==> config.mk <==
export PLATFORM = sky130hd
export DESIGN_NAME = fetch_controller
export DESIGN_NICKNAME = d
export VERILOG_FILES = /design/src/rtl/fetch_controller.sv
export SDC_FILE = /design/constraint.sdc
export NUM_CORES = 1
export LEC_CHECK = 0
export CAP_MARGIN = 10
export CELL_PAD_IN_SITES_DETAIL_PLACEMENT = 0
export CELL_PAD_IN_SITES_GLOBAL_PLACEMENT = 2
export CORE_AREA = 2 2 177 179
export DETAILED_ROUTE_END_ITERATION = 10
export DIE_AREA = 0 0 179 181
export GPL_ROUTABILITY_DRIVEN = 0
export PLACE_DENSITY = 0.67
export SLEW_MARGIN = 20
export SYNTH_ARGS = -nofsm -noshare
export SYNTH_HDL_FRONTEND = slang
export SYNTH_SLANG_ARGS = --single-unit
==> constraint.sdc <==
create_clock -name clk -period 3.91 [get_ports clk]
set_clock_uncertainty 0.15 [all_clocks]
set_input_delay 0.782 -clock clk [delete_from_list [all_inputs] [get_ports clk]]
set_output_delay 0.782 -clock clk [all_outputs]
set_load 0.05 [all_outputs]
==> src/rtl/fetch_controller.sv <==
// Instruction-fetch sequencer: owns the PC, issues one imem read per cycle and
// buffers responses in a 2-entry skid buffer. Optional macro: FETCH_MISALIGN_CHECK_EN.
module fetch_controller #(
  parameter logic [31:0] RESET_PC = 32'h0000_0000
) (
  input  logic        clk,
  input  logic        rst_n,
  output logic [31:0] imem_addr,
  output logic        imem_rd_en,
  input  logic [31:0] imem_rdata,
  input  logic        redirect_valid,
  input  logic [31:0] redirect_pc,
  input  logic        id_ready,
  output logic        if_valid,
  output logic [31:0] if_instr,
  output logic [31:0] if_pc,
  output logic        fetch_fault,
  output logic [1:0]  dbg_state
);

  typedef enum logic [1:0] {S_BOOT, S_RUN, S_FLUSH, S_FAULT} state_t;

  state_t      r_state;
  state_t      w_state_nxt;
  logic [31:0] r_pc;
  logic        r_epoch;
  logic        r_inflight;
  logic        r_inflight_epoch;
  logic [31:0] r_inflight_pc;
  logic [1:0]  r_count;
  logic [31:0] r_buf_pc    [2];
  logic [31:0] r_buf_instr [2];

  logic        w_redirect;
  logic        w_misalign;
  logic [31:0] w_target;
  logic        w_deq;
  logic        w_push;
  logic        w_issue;
  logic [2:0]  w_occ;
  logic [1:0]  w_count_after;
  logic        w_wr_idx;

`ifdef FETCH_MISALIGN_CHECK_EN
  logic r_fault;
  assign w_misalign  = (redirect_pc[1:0] != 2'b00);
  assign w_target    = redirect_pc;
  assign fetch_fault = r_fault;

  always_ff @(posedge clk or negedge rst_n) begin
    if (!rst_n) r_fault <= 1'b0;
    else if (w_redirect && w_misalign) r_fault <= 1'b1;
  end
`else
  assign w_misalign  = 1'b0;
  assign w_target    = redirect_pc & 32'hFFFF_FFFC;
  assign fetch_fault = 1'b0;
`endif

  // Handshake: an instruction transfers to decode on a rising edge where
  // if_valid && id_ready; if_instr/if_pc hold steady while if_valid && !id_ready.
  assign w_redirect    = redirect_valid && (r_state != S_FAULT);
  assign w_deq         = (r_count != 2'd0) && id_ready;
  assign w_occ         = {1'b0, r_count} + {2'b00, r_inflight} - {2'b00, w_deq};
  assign w_issue       = (r_state == S_RUN) && (w_occ < 3'd2);
  assign w_push        = r_inflight && (r_inflight_epoch == r_epoch) && !w_redirect;
  assign w_count_after = r_count - {1'b0, w_deq};
  assign w_wr_idx      = w_count_after[0];

  assign imem_addr  = r_pc;
  assign imem_rd_en = w_issue;
  assign if_valid   = (r_count != 2'd0);
  assign if_pc      = r_buf_pc[0];
  assign if_instr   = r_buf_instr[0];
  assign dbg_state  = r_state;

  always_comb begin
    w_state_nxt = r_state;
    case (r_state)
      S_BOOT:  w_state_nxt = S_RUN;
      S_RUN:   w_state_nxt = S_RUN;
      S_FLUSH: w_state_nxt = S_RUN;
      S_FAULT: w_state_nxt = S_FAULT;
      default: w_state_nxt = S_BOOT;
    endcase
    if (w_redirect) w_state_nxt = w_misalign ? S_FAULT : S_FLUSH;
  end

  always_ff @(posedge clk or negedge rst_n) begin
    if (!rst_n) r_state <= S_BOOT;
    else        r_state <= w_state_nxt;
  end

  // The epoch tags each read so a response issued before a redirect is dropped.
  always_ff @(posedge clk or negedge rst_n) begin
    if (!rst_n) begin
      r_pc             <= RESET_PC;
      r_epoch          <= 1'b0;
      r_inflight       <= 1'b0;
      r_inflight_epoch <= 1'b0;
      r_inflight_pc    <= '0;
    end else begin
      r_inflight       <= w_issue;
      r_inflight_epoch <= r_epoch;
      r_inflight_pc    <= r_pc;
      if (w_redirect) begin
        r_pc    <= w_target;
        r_epoch <= ~r_epoch;
      end else if (w_issue) begin
        r_pc <= r_pc + 32'd4;
      end
    end
  end

  always_ff @(posedge clk or negedge rst_n) begin
    if (!rst_n) begin
      r_count        <= 2'd0;
      r_buf_pc[0]    <= '0;
      r_buf_pc[1]    <= '0;
      r_buf_instr[0] <= '0;
      r_buf_instr[1] <= '0;
    end else if (w_redirect) begin
      r_count <= 2'd0;
    end else begin
      if (w_deq) begin
        r_buf_pc[0]    <= r_buf_pc[1];
        r_buf_instr[0] <= r_buf_instr[1];
      end
      // A push lands after the shift, into the first free slot.
      if (w_push) begin
        r_buf_pc[w_wr_idx]    <= r_inflight_pc;
        r_buf_instr[w_wr_idx] <= imem_rdata;
      end
      r_count <= w_count_after + {1'b0, w_push};
    end
  end

endmodule
### After elaboration in Yosys (flattened, before gate mapping)

Index checks and enable logic that the tools add are counted.

* register bits: 199
* output and inout bits: 101
* input port bits: 68

* add/sub/neg operators: 5
* multiplexer cells: 15
* reductions and logical operators: 12
* eq/ne operators: 5
* bitwise gates (word level): 3
* magnitude comparators: 3

Operators with widths (count)
* 32-bit two-way mux: 7
* 64-bit bitwise mux: 2
* 64-bit two-way mux: 2
* 32-bit by 3-bit adder with 32-bit output (second input constant): 1
* 32-bit demux with 1-bit select: 1
* 1-bit logical AND: 6
* 2-bit equality test (second input constant): 2
* 2-bit two-way mux: 2
* 2-bit one-hot mux with 2 select lines: 1
* 2-bit nonzero test: 2
* 2-bit by 1-bit adder with 3-bit output: 1
* 3-bit by 2-bit less-than comparator with 1-bit output (second input constant): 1
* 3-bit OR reduction: 1
* 3-bit by 1-bit subtractor with 3-bit output: 1
* 2-bit by 1-bit adder with 2-bit output: 1
* 2-bit by 1-bit equality test with 1-bit output (second input constant): 1
* 2-bit greater-or-equal comparator (second input constant): 1
* 2-bit zero test: 1
* 2-bit by 1-bit less-than comparator with 1-bit output (second input constant): 1
* 2-bit inequality test (second input constant): 1
* 1-bit inverter: 2
* 1-bit inverter with 2-bit output: 1
* 2-bit AND reduction: 1
* 2-bit by 1-bit subtractor with 2-bit output: 1
* other kinds (2): 2

### Longest topological paths before layout

Gate-level depths: netlist of run 1.

* depth after elaboration: 10
* gate-level depth with buffers: 9
* mapped depth without buffers: 9

### Least setup slack after synthesis of run 1

No wires, ideal clock.

* path kind: input -> output
* start point: in id_ready
* end point: out imem_rd_en
* data required time: 2.978 ns
* setup slack: 0.513 ns
* arrival time: 2.465 ns
* cell stages on the path: 6
* cell sequence: o21ai_0 -> nand2_1 -> fa_1 -> xnor2_1 -> nand2_1 -> inv_1

* word-level cells in the longest chain between the ends: 4

Ends and longest elaborated chain
* from (decl): line 13 `input logic id_ready,`
* 1-bit logical AND: line 63 `assign w_deq = (r_count != 2'd0) && id_ready;`
* 3-bit by 1-bit subtractor with 3-bit output: line 64 `assign w_occ = {1'b0, r_count} + {2'b00, r_inflight} - {2'b00, w_deq};`
* 3-bit by 2-bit less-than comparator with 1-bit output: line 65 `assign w_issue = (r_state == S_RUN) && (w_occ < 3'd2);`
* 1-bit logical AND: line 65
* to (decl): line 9 `output logic imem_rd_en,`

Every way passes these cells.

### Worst setup path after layout of run 1

Same ends and word-level chain as after synthesis.

==> flow_summary.ini, run 1 <==
[status]
outcome = complete, no violations

[power_and_ir_drop]
ir_drop_uv = 371
power.share.switching_pct = 41.2
intPower_w = 0.00517
p_per_area_mw_per_mm2 = 776
portion_of_total_power_attributed_to_combinational_logic_pct = 41.4
power.share.clock_pct = 20.6
switching_power_w = 0.00362
total_power_w = 0.00879
seq_power_share_pct = 38.0
reported_leakage_power_nw = 4.65

[routing]
drt_drc_violations_left = 0
detail_route.iter0.violations = 372
via_per_inst = 4.75
vias = 6003
detail_route.first_pass.iterations = 5
routed_wirelength_mm = 23.3
antenna_left = 0
post_drt_wl_per_cell_um = 18.4

[setup_path]
kind_of_capture_point_of_the_worst_setup_path = primary output
rr_endpoint = imem_addr[30]
worst-endpoint-arrival_ps = 2780
slowest_cell_on_crit_path = fa_1
worst_path_most_repeated_cell = nand2_1
ff2ff_path_depth = 9
rrSetupSlack_ps = 990
rr_startpoint = r_count[1]
cpPeakStageDelay_ps = 550
cell_chain_critical_path = clkdlybuf4s50_1, nand3b_1, o21ai_0, nand2_1, fa_1, and3b_1, nand2_1, inv_1, buf_12
cp_max_fo = 3
critical_path_class = in -> out
critPathLaunchType = input pin
cp.required_ps = 2980

[synthesis]
synth_area_leader_cell = dfrtp_1
yosysSeqAreaShare_pct = 53.6
average_cell_area_after_synthesis_um2 = 12.0
synth.top_cell.area_share_pct = 53.6
yosys_most_used_dff = dfrtp_1
synth_enable_flop_cells = 0
synthesis.area_mm2 = 0.00902
synth.distinct_cells = 61
yosys_warnings = 0
syn-instance-count = 754
synth_area_leaders = dfrtp_1, mux2i_1, mux2_2, buf_4, nor2_1
asyncSetResetFlopFracSynth_pct = 100
synth.ff_latch_count = 193

[die]
design.die.area_mm2 = 0.0324
core.rowCount = 64
initial_utilization_pct = 29.7
fp.dieW_um = 179
core_region_area_mm2 = 0.0303
die-height_um = 181
io_pins = 169

[global_routing]
first_global_vias = 6232
initial_antenna_violation_count = 0
grt_max_degree = 89
grtUsageTotal_pct = 14.8
overflow = 0
grt_first_pass_wirelength_mm = 36.8

[clocking]
postCtsSetupBuffers = 0
numCtsBuffers = 17
numClockSinks = 193
cts_tree = yes
clkTransAtPathRegs_ps = 70
cts_hold_buffers = 0
ctsHtreeMaxLevel = 4
cts_resized = 0
source_to_sink_clock_delay_at_the_later_pin_of_the_worst_skew_pair_ps = 430
clk_path_buf_depth = 2
clockRootBuffer = clkbuf_16

[timing]
final_min_period_over_clock_period_pct = 95.0
timing_worst_slew_pin_value_ps = 781
rsz0062_at_grt = no
finalHoldViolations = 0
fin_crit_ps = 3720
fin_tns_setup_ps = 0
slew_viol_final = 0
achievable-frequency_ghz = 0.269
setup-violations-final = 0
max_slew_margin_pct = 47.9

[min_path]
timing.hold.worst.class = in -> async

[flow_run]
maxCapViolations = 0

[finish]
drive_above_1_share_pct = 14.8
diode_insertion_count_for_antenna_repair = 0
top_library_cells_by_usage_in_the_layout_fill_and_taps_aside = dfrtp_1, clkdlybuf4s50_1, mux2i_1
layout.cells.most_common = dfrtp_1
area_growth_syn_to_layout_pct = 25.6
nets = 925

[placed_design]
dp_hpwl_mm = 15.6
placement.io_buffers = 163
## routing by layer
metal	vias up	global-route usage, %	wire length (µm)
met1	3018	21.1	11400
li1	2819	-	-
met3	19	3.03	1110
met4	0	4.20	280
met2	147	22.7	10500
met5	-	0	0
## Yosys cell counts, drive strengths merged (2+ instances only)
library cell  count
dfrtp           193
mux2i           124
buf              90
nor2             78
mux2             62
nand2            35
nand3            15
nand4            15
clkbuf           13
nor3             13
and3              8
o21ai             8
o311ai            8
inv               7
or4               7
xnor2             7
a31oi             6
and4              5
nor4              5
o211ai            4
a21oi             3
a311oi            3
and2              3
nand3b            3
o31ai             3
xor2              3
a22oi             2
a41oi             2
ha                2
nor3b             2
nor4b             2
or2               2
or3               2
or4b              2
## state kept, by name, summed over array words and instances (netlist names)
name,flops
r_inflight_pc,30
if_instr,32
r_epoch,1
r_inflight,1
r_inflight_epoch,1
r_count,2
imem_addr,30
if_pc,32
dbg_state,2
r_buf_pc,30
r_buf_instr,32
## worst max-delay path by stage
stage | startpoint | end | cells past startpoint
floorplan | id_ready | imem_rd_en | 6
global placement | id_ready | imem_rd_en | 9
detailed placement | id_ready | imem_rd_en | 9
CTS | id_ready | imem_rd_en | 9
global route | id_ready | imem_rd_en | 9
finish | id_ready | imem_rd_en | 9
## kinds of logic (layout without fill, tap and decap cells)
kind of cell / after synthesis / after routing / synth area share (%)
fa+ha+maj: 3 / 3 / 0.499
other cells: 1 / 3 / 0.0416
xor+xnor: 10 / 10 / 0.971
mux: 186 / 186 / 21.5
flops: 193 / 193 / 53.6
compound gates: 49 / 49 / 4.07
simple gates: 201 / 201 / 11.4
buf+inv: 111 / 222 / 7.99
## power by group through the flow
stage	Combinational, W	Clock, W	Sequential (W)
floorplan	0.00253	0	0.00353
global placement	0.00364	0	0.00337
detailed placement	0.00368	0	0.00339
CTS	0.00369	0.00187	0.00335
global route	0.00387	0.00194	0.00346
finish	0.00364	0.00181	0.00334
## through the flow
step / area (µm²) / std cells / hold WS, ps / setup WS, ps / util (%)
final: 11300 / 1263 / 269 / 194 / 37.3
after CTS: 11300 / 1263 / 297 / 173 / 37.3
after global placement: 10700 / 1231 / 274 / 187 / 35.3
after floorplan: 9030 / 756 / 261 / 513 / -
after detailed placement: 10700 / 1231 / 290 / 202 / 35.3
after global routing: 11300 / 1263 / 323 / 35.6 / 37.3
## final cells by class
| cell class | instances | area [µm²] |
|---|---|---|
| flip-flops and latches | 193 | 4830 |
| repair buffers | 183 | 1870 |
| clock inverters | 9 | 131 |
| fillers | 2977 | 19000 |
| inverters | 7 | 26.3 |
| multi-input cells | 452 | 3500 |
| well taps | 396 | 495 |
| clock buffers | 23 | 468 |
## worst max-delay path, delay by kind of cell
family                   cells  cell delay (ps)
buffers and inverters        3              820
adder cells (fa/ha/maj)      1              550
AO/OA/AOI/OAI                1              140
AND/OR/NAND/NOR              4              500
Note: power is estimated with default switching activity, not from simulation.
==> inputs of run 2 (changes only) <==
--- a/config.mk
+++ b/config.mk
@@ -12,6 +12,7 @@
 export DETAILED_ROUTE_END_ITERATION = 10
 export DIE_AREA = 0 0 179 181
 export GPL_ROUTABILITY_DRIVEN = 0
+export MAX_ROUTING_LAYER = met4
 export PLACE_DENSITY = 0.67
 export SLEW_MARGIN = 20
 export SYNTH_ARGS = -nofsm -noshare
==> constraint.sdc (replaced) <==
create_clock -name clk -period 3.91 [get_ports clk]
set_clock_uncertainty 0.15 [all_clocks]
set_input_delay 0.391 -clock clk [delete_from_list [all_inputs] [get_ports clk]]
set_output_delay 0.391 -clock clk [all_outputs]
set_load 0.05 [all_outputs]
==> run 2 against run 1 <==
First-iteration DRC count fell by 1.9%. Combinational power barely moved. Highest routed layer unchanged. Via count barely moved. Worst setup slack improved by 230 ps. Sequential cell count did not move. Largest power group unchanged. Global-route usage rose by 0.57 points. Critical path type is now reg -> out.
==> flow_summary.ini, run 2 (synthesis results as in run 1) <==
[routing]
via_per_inst = 4.77
drt_drc_violations_left = 0
detail_route.first_pass.iterations = 4
post_drt_wl_per_cell_um = 18.5
routed_wirelength_mm = 23.3
vias = 6004
antenna_left = 0
detail_route.iter0.violations = 365

[clocking]
ctsHtreeMaxLevel = 4
cts_tree = yes
clk_path_buf_depth = 2
numClockSinks = 193
clkTransAtPathRegs_ps = 70
source_to_sink_clock_delay_at_the_later_pin_of_the_worst_skew_pair_ps = 430
clockRootBuffer = clkbuf_16
numCtsBuffers = 17
cts_hold_buffers = 1
postCtsSetupBuffers = 0
cts_resized = 0

[setup_path]
worst_path_most_repeated_cell = nand2_1
critPathLaunchType = flip-flop
cp_max_fo = 8
startpoint = r_count[1]
kind_of_capture_point_of_the_worst_setup_path = primary output
critical_path_class = reg -> out
crit_family = simple AND/OR/NAND/NOR gates
worst-endpoint-arrival_ps = 2950
rrSetupSlack_ps = 840
cpPeakStageDelay_ps = 490
cell_chain_critical_path = nand3b_1, o21ai_0, nand2_1, fa_1, xnor2_1, nand2_1, inv_1, buf_12
timing.critical_path.buf_inv = 2
slowest_cell_on_crit_path = dfrtp_1
rr_startpoint = r_count[1]
cp.required_ps = 3370

[die]
core_region_area_mm2 = 0.0303
io_pins = 169
design.die.area_mm2 = 0.0324
core.rowCount = 64
die-height_um = 181
fp.dieW_um = 179
initial_utilization_pct = 29.7

[global_routing]
overflow = 0
first_global_vias = 6314
grtUsageTotal_pct = 15.4
grt_first_pass_wirelength_mm = 37.2
grt_max_degree = 97
initial_antenna_violation_count = 0

[finish]
fillCellCount = 3003
drive_above_1_share_pct = 14.5
top_library_cells_by_usage_in_the_layout_fill_and_taps_aside = dfrtp_1, clkdlybuf4s50_1, mux2i_1
final_cells = 1260
fin_area_mm2 = 0.0113
layout.cells.most_common = dfrtp_1
diode_insertion_count_for_antenna_repair = 0
area_growth_syn_to_layout_pct = 25.1
nets = 923

[power_and_ir_drop]
power.share.switching_pct = 41.4
power.share.clock_pct = 19.9
switching_power_w = 0.00361
portion_of_total_power_attributed_to_combinational_logic_pct = 41.7
seq_power_share_pct = 38.4
ir_drop_uv = 377
p_per_area_mw_per_mm2 = 771
total_power_w = 0.00870
intPower_w = 0.00509
reported_leakage_power_nw = 4.62

[timing]
fin_crit_ps = 3490
setup-violations-final = 0
max_slew_margin_pct = 42.9
timing_worst_slew_pin_value_ps = 857
slew_viol_final = 0
rsz0062_at_grt = no
fin_tns_setup_ps = 0
holdWs_ps = 306
finalHoldViolations = 0
final_min_period_over_clock_period_pct = 89.2
achievable-frequency_ghz = 0.287

[placed_design]
place.detailed.instances = 1228
dpl_cell_area_mm2 = 0.0107
dp_hpwl_mm = 15.5
placement.io_buffers = 163

[status]
outcome = complete, no violations

[min_path]
timing.hold.worst.class = reg -> reg
worstHoldStart = r_epoch

[flow_run]
maxCapViolations = 0
-- run 2: cell count changes in the layout (fill, tap and decap cells not counted), sizes merged --
cell / delta
buf: -3
bufinv: -1
clkbuf: -1
clkinvlp: +1
dlygate4sd3: +1
-- run 2: worst paths after layout --
| check | end | depth (start not counted) |
|---|---|---|
| min in group asynchronous | if_pc[0] | 2 |
| max | imem_rd_en | 8 |
| min | r_inflight_epoch | 0 |
| max reg2reg | imem_addr[31] | 9 |
| min reg2reg | r_inflight_epoch | 0 |
| max in group asynchronous | r_buf_instr[20] | 3 |
-- run 2: worst reg2reg max path: cells and delay by family (launching register included) --
family | cells | cell delay (ps)
AOI/OAI and AO/OA | 3 | 630
xor gates and xnor gates | 1 | 350
adders and majority gates | 1 | 420
buffers and inverters | 1 | 370
DFF | 1 | 490
and+or+nand+nor | 3 | 560
-- run 2: area by class of cell --
cell class	instances	area, µm²	area share (%)
clock inverter	9	109	0.965
inverter	7	26.3	0.233
multi-input combinational	452	3500	31.0
sequential	193	4830	42.8
timing repair buffer	181	1860	16.5
clock buffer	22	464	4.11
tap	396	495	4.39
-- run 2: metrics by stage --
step / utilization, % / worst slack, ps
final: 37.2 / 421
after CTS: 37.2 / 390
after detailed placement: 35.3 / 466
after global routing: 37.2 / 115
after global placement: 35.3 / 478
after floorplan: - / 1020
-- run 2: power groups by stage --
stage	sequential (W)	clock, W	combinational [W]
floorplan	0.00353	0	0.00253
global placement	0.00338	0	0.00363
detailed placement	0.00339	0	0.00366
CTS	0.00335	0.00181	0.00367
global route	0.00346	0.00189	0.00386
finish	0.00334	0.00173	0.00363
-- run 2: per-layer routing --
| metal | global-route usage (%) | vias to the layer above | wire length, µm |
|---|---|---|---|
| met4 | 3.71 | 0 | 250 |
| li1 | - | 2810 | - |
| met3 | 3.28 | 17 | 1110 |
| met1 | 21.2 | 3013 | 11400 |
| met2 | 23.0 | 164 | 10500 |
| met5 | - | - | 0 |
==> inputs of run 3 (changes only) <==
--- a/config.mk
+++ b/config.mk
@@ -13,7 +13,7 @@
 export DIE_AREA = 0 0 179 181
 export GPL_ROUTABILITY_DRIVEN = 0
 export MAX_ROUTING_LAYER = met4
-export PLACE_DENSITY = 0.67
+export PLACE_DENSITY = 0.76
 export SLEW_MARGIN = 20
 export SYNTH_ARGS = -nofsm -noshare
 export SYNTH_HDL_FRONTEND = slang
==> run 3 against run 2 <==
Sequential cell count did not move. Power about the same. Global-route usage shrank 0.81 points. Cell area shrank 0.21%. Cell count decreased by 0.16%. Worst setup slack worse by 34 ps. Sequential share of layout area up 0.090 points. Utilization down 0.078 points. Critical path type unchanged. Critical endpoint unchanged. Largest cell class unchanged.
==> flow_summary.ini, run 3 (synthesis results as in run 1) <==
[clocking]
ctsHtreeMaxLevel = 4
source_to_sink_clock_delay_at_the_later_pin_of_the_worst_skew_pair_ps = 440
clkTransAtPathRegs_ps = 70
numCtsBuffers = 17
clockRootBuffer = clkbuf_16
postCtsSetupBuffers = 0
clk_path_buf_depth = 2
cts_resized = 0
numClockSinks = 193
cts_tree = yes

[setup_path]
cpPeakStageDelay_ps = 490
worst-endpoint-arrival_ps = 2980
timing.critical_path.buf_inv = 2
critPathLaunchType = flip-flop
cp.required_ps = 3370
critical_path_class = reg -> out
worst_path_most_repeated_cell = nand2_1
cp_max_fo = 9
kind_of_capture_point_of_the_worst_setup_path = primary output
slowest_cell_on_crit_path = dfrtp_1
cell_chain_critical_path = nand3b_1, o21ai_0, nand2_1, fa_1, xnor2_1, nand2_1, inv_1, buf_12
crit_family = simple AND/OR/NAND/NOR gates

[routing]
detail_route.iter0.violations = 390
via_per_inst = 4.74
drt_drc_violations_left = 0
detail_route.first_pass.iterations = 5
post_drt_wl_per_cell_um = 17.7
routed_wirelength_mm = 22.3
vias = 5967
antenna_left = 0

[timing]
setup-violations-final = 0
rsz0062_at_grt = no
finalHoldViolations = 0
fin_tns_setup_ps = 0
slew_viol_final = 0
timing_worst_slew_pin_value_ps = 703
final_min_period_over_clock_period_pct = 90.1
post-route-worst-setup-slack_ps = 387
fin_crit_ps = 3520
achievable-frequency_ghz = 0.284
max_slew_margin_pct = 53.1

[die]
io_pins = 169
fp.dieW_um = 179
design.die.area_mm2 = 0.0324
initial_utilization_pct = 29.7
core.rowCount = 64
core_region_area_mm2 = 0.0303
die-height_um = 181

[finish]
nets = 920
area_growth_syn_to_layout_pct = 24.9
drive_above_1_share_pct = 14.6
top_library_cells_by_usage_in_the_layout_fill_and_taps_aside = dfrtp_1, clkdlybuf4s50_1, mux2i_1
diode_insertion_count_for_antenna_repair = 0
layout.cells.most_common = dfrtp_1

[flow_run]
maxCapViolations = 0

[global_routing]
overflow = 0
initial_antenna_violation_count = 0
grt_max_degree = 81
grtUsageTotal_pct = 14.6
first_global_vias = 6168
grt_first_pass_wirelength_mm = 35.4

[power_and_ir_drop]
total_power_w = 0.00870
p_per_area_mw_per_mm2 = 772
reported_leakage_power_nw = 4.62
ir_drop_uv = 326

[placed_design]
pre_cts_ws_ps = 408
dp_hpwl_mm = 15.1
placement.io_buffers = 163

[status]
outcome = complete, no violations

[min_path]
timing.hold.worst.class = reg -> reg
==> run 3: cell types whose count changed in the layout (fill, tap and decap cells not counted), moves of 2 or more <==
cell / delta
buf_12: -3
clkinv_8: +6
inv_8: +3
inv_6: +4
clkbuf_1: -3
clkinvlp_4: -4
bufinv_16: -2
clkbuf_8: -2
clkinv_2: -2
==> run 3: layer usage <==
layer	track usage, %	share of wire, %
met5	-	0
met4	2.93	0.48
met3	2.48	4.5
met2	22.6	47
met1	20.1	48
==> run 3: final cells by class <==
| cell class | count | area (µm²) |
|---|---|---|
| Fill cell | 2966 | 19100 |
| Sequential cell | 193 | 4830 |
| Multi-Input combinational cell | 452 | 3500 |
| Timing Repair Buffer | 178 | 1800 |
| Tap cell | 396 | 495 |
| Clock buffer | 17 | 425 |
| Clock inverter | 15 | 184 |
| Inverter | 7 | 26.3 |
==> run 3: final timing paths <==
| check | from | end | slack [ps] | cells past startpoint |
|---|---|---|---|---|
| setup reg to reg | r_count[1] | imem_addr[31] | 830 | 9 |
| min in group asynchronous | rst_n | if_instr[29] | 370 | 2 |
| hold reg to reg | r_epoch | r_inflight_epoch | 290 | 0 |
| max in group asynchronous | rst_n | r_buf_pc[6] | 2180 | 3 |
| setup / recovery | r_count[1] | imem_rd_en | 390 | 8 |
| hold / removal | r_epoch | r_inflight_epoch | 290 | 0 |
==> run 3: timing repair <==
item,CTS,global route
hold endpoints to repair,76,0
hold buffers,1,0
setup endpoints to repair,0,0
==> run 3: where the power goes <==
group / switching (W) / internal (W)
logic: 0.00224 / 0.00137
registers: 0.000589 / 0.00273
clock network: 0.000897 / 0.000872
==> run 3: per-stage QoR <==
stage | area, µm² | hold slack [ps] | instances | utilization [%]
global placement | 10600 | 276 | 1225 | 35.1
global route | 11300 | 310 | 1258 | 37.1
floorplan | 9030 | -54.6 | 756 | -
finish | 11300 | 294 | 1258 | 37.1
detailed placement | 10600 | 280 | 1225 | 35.1
CTS | 11300 | 297 | 1258 | 37.1
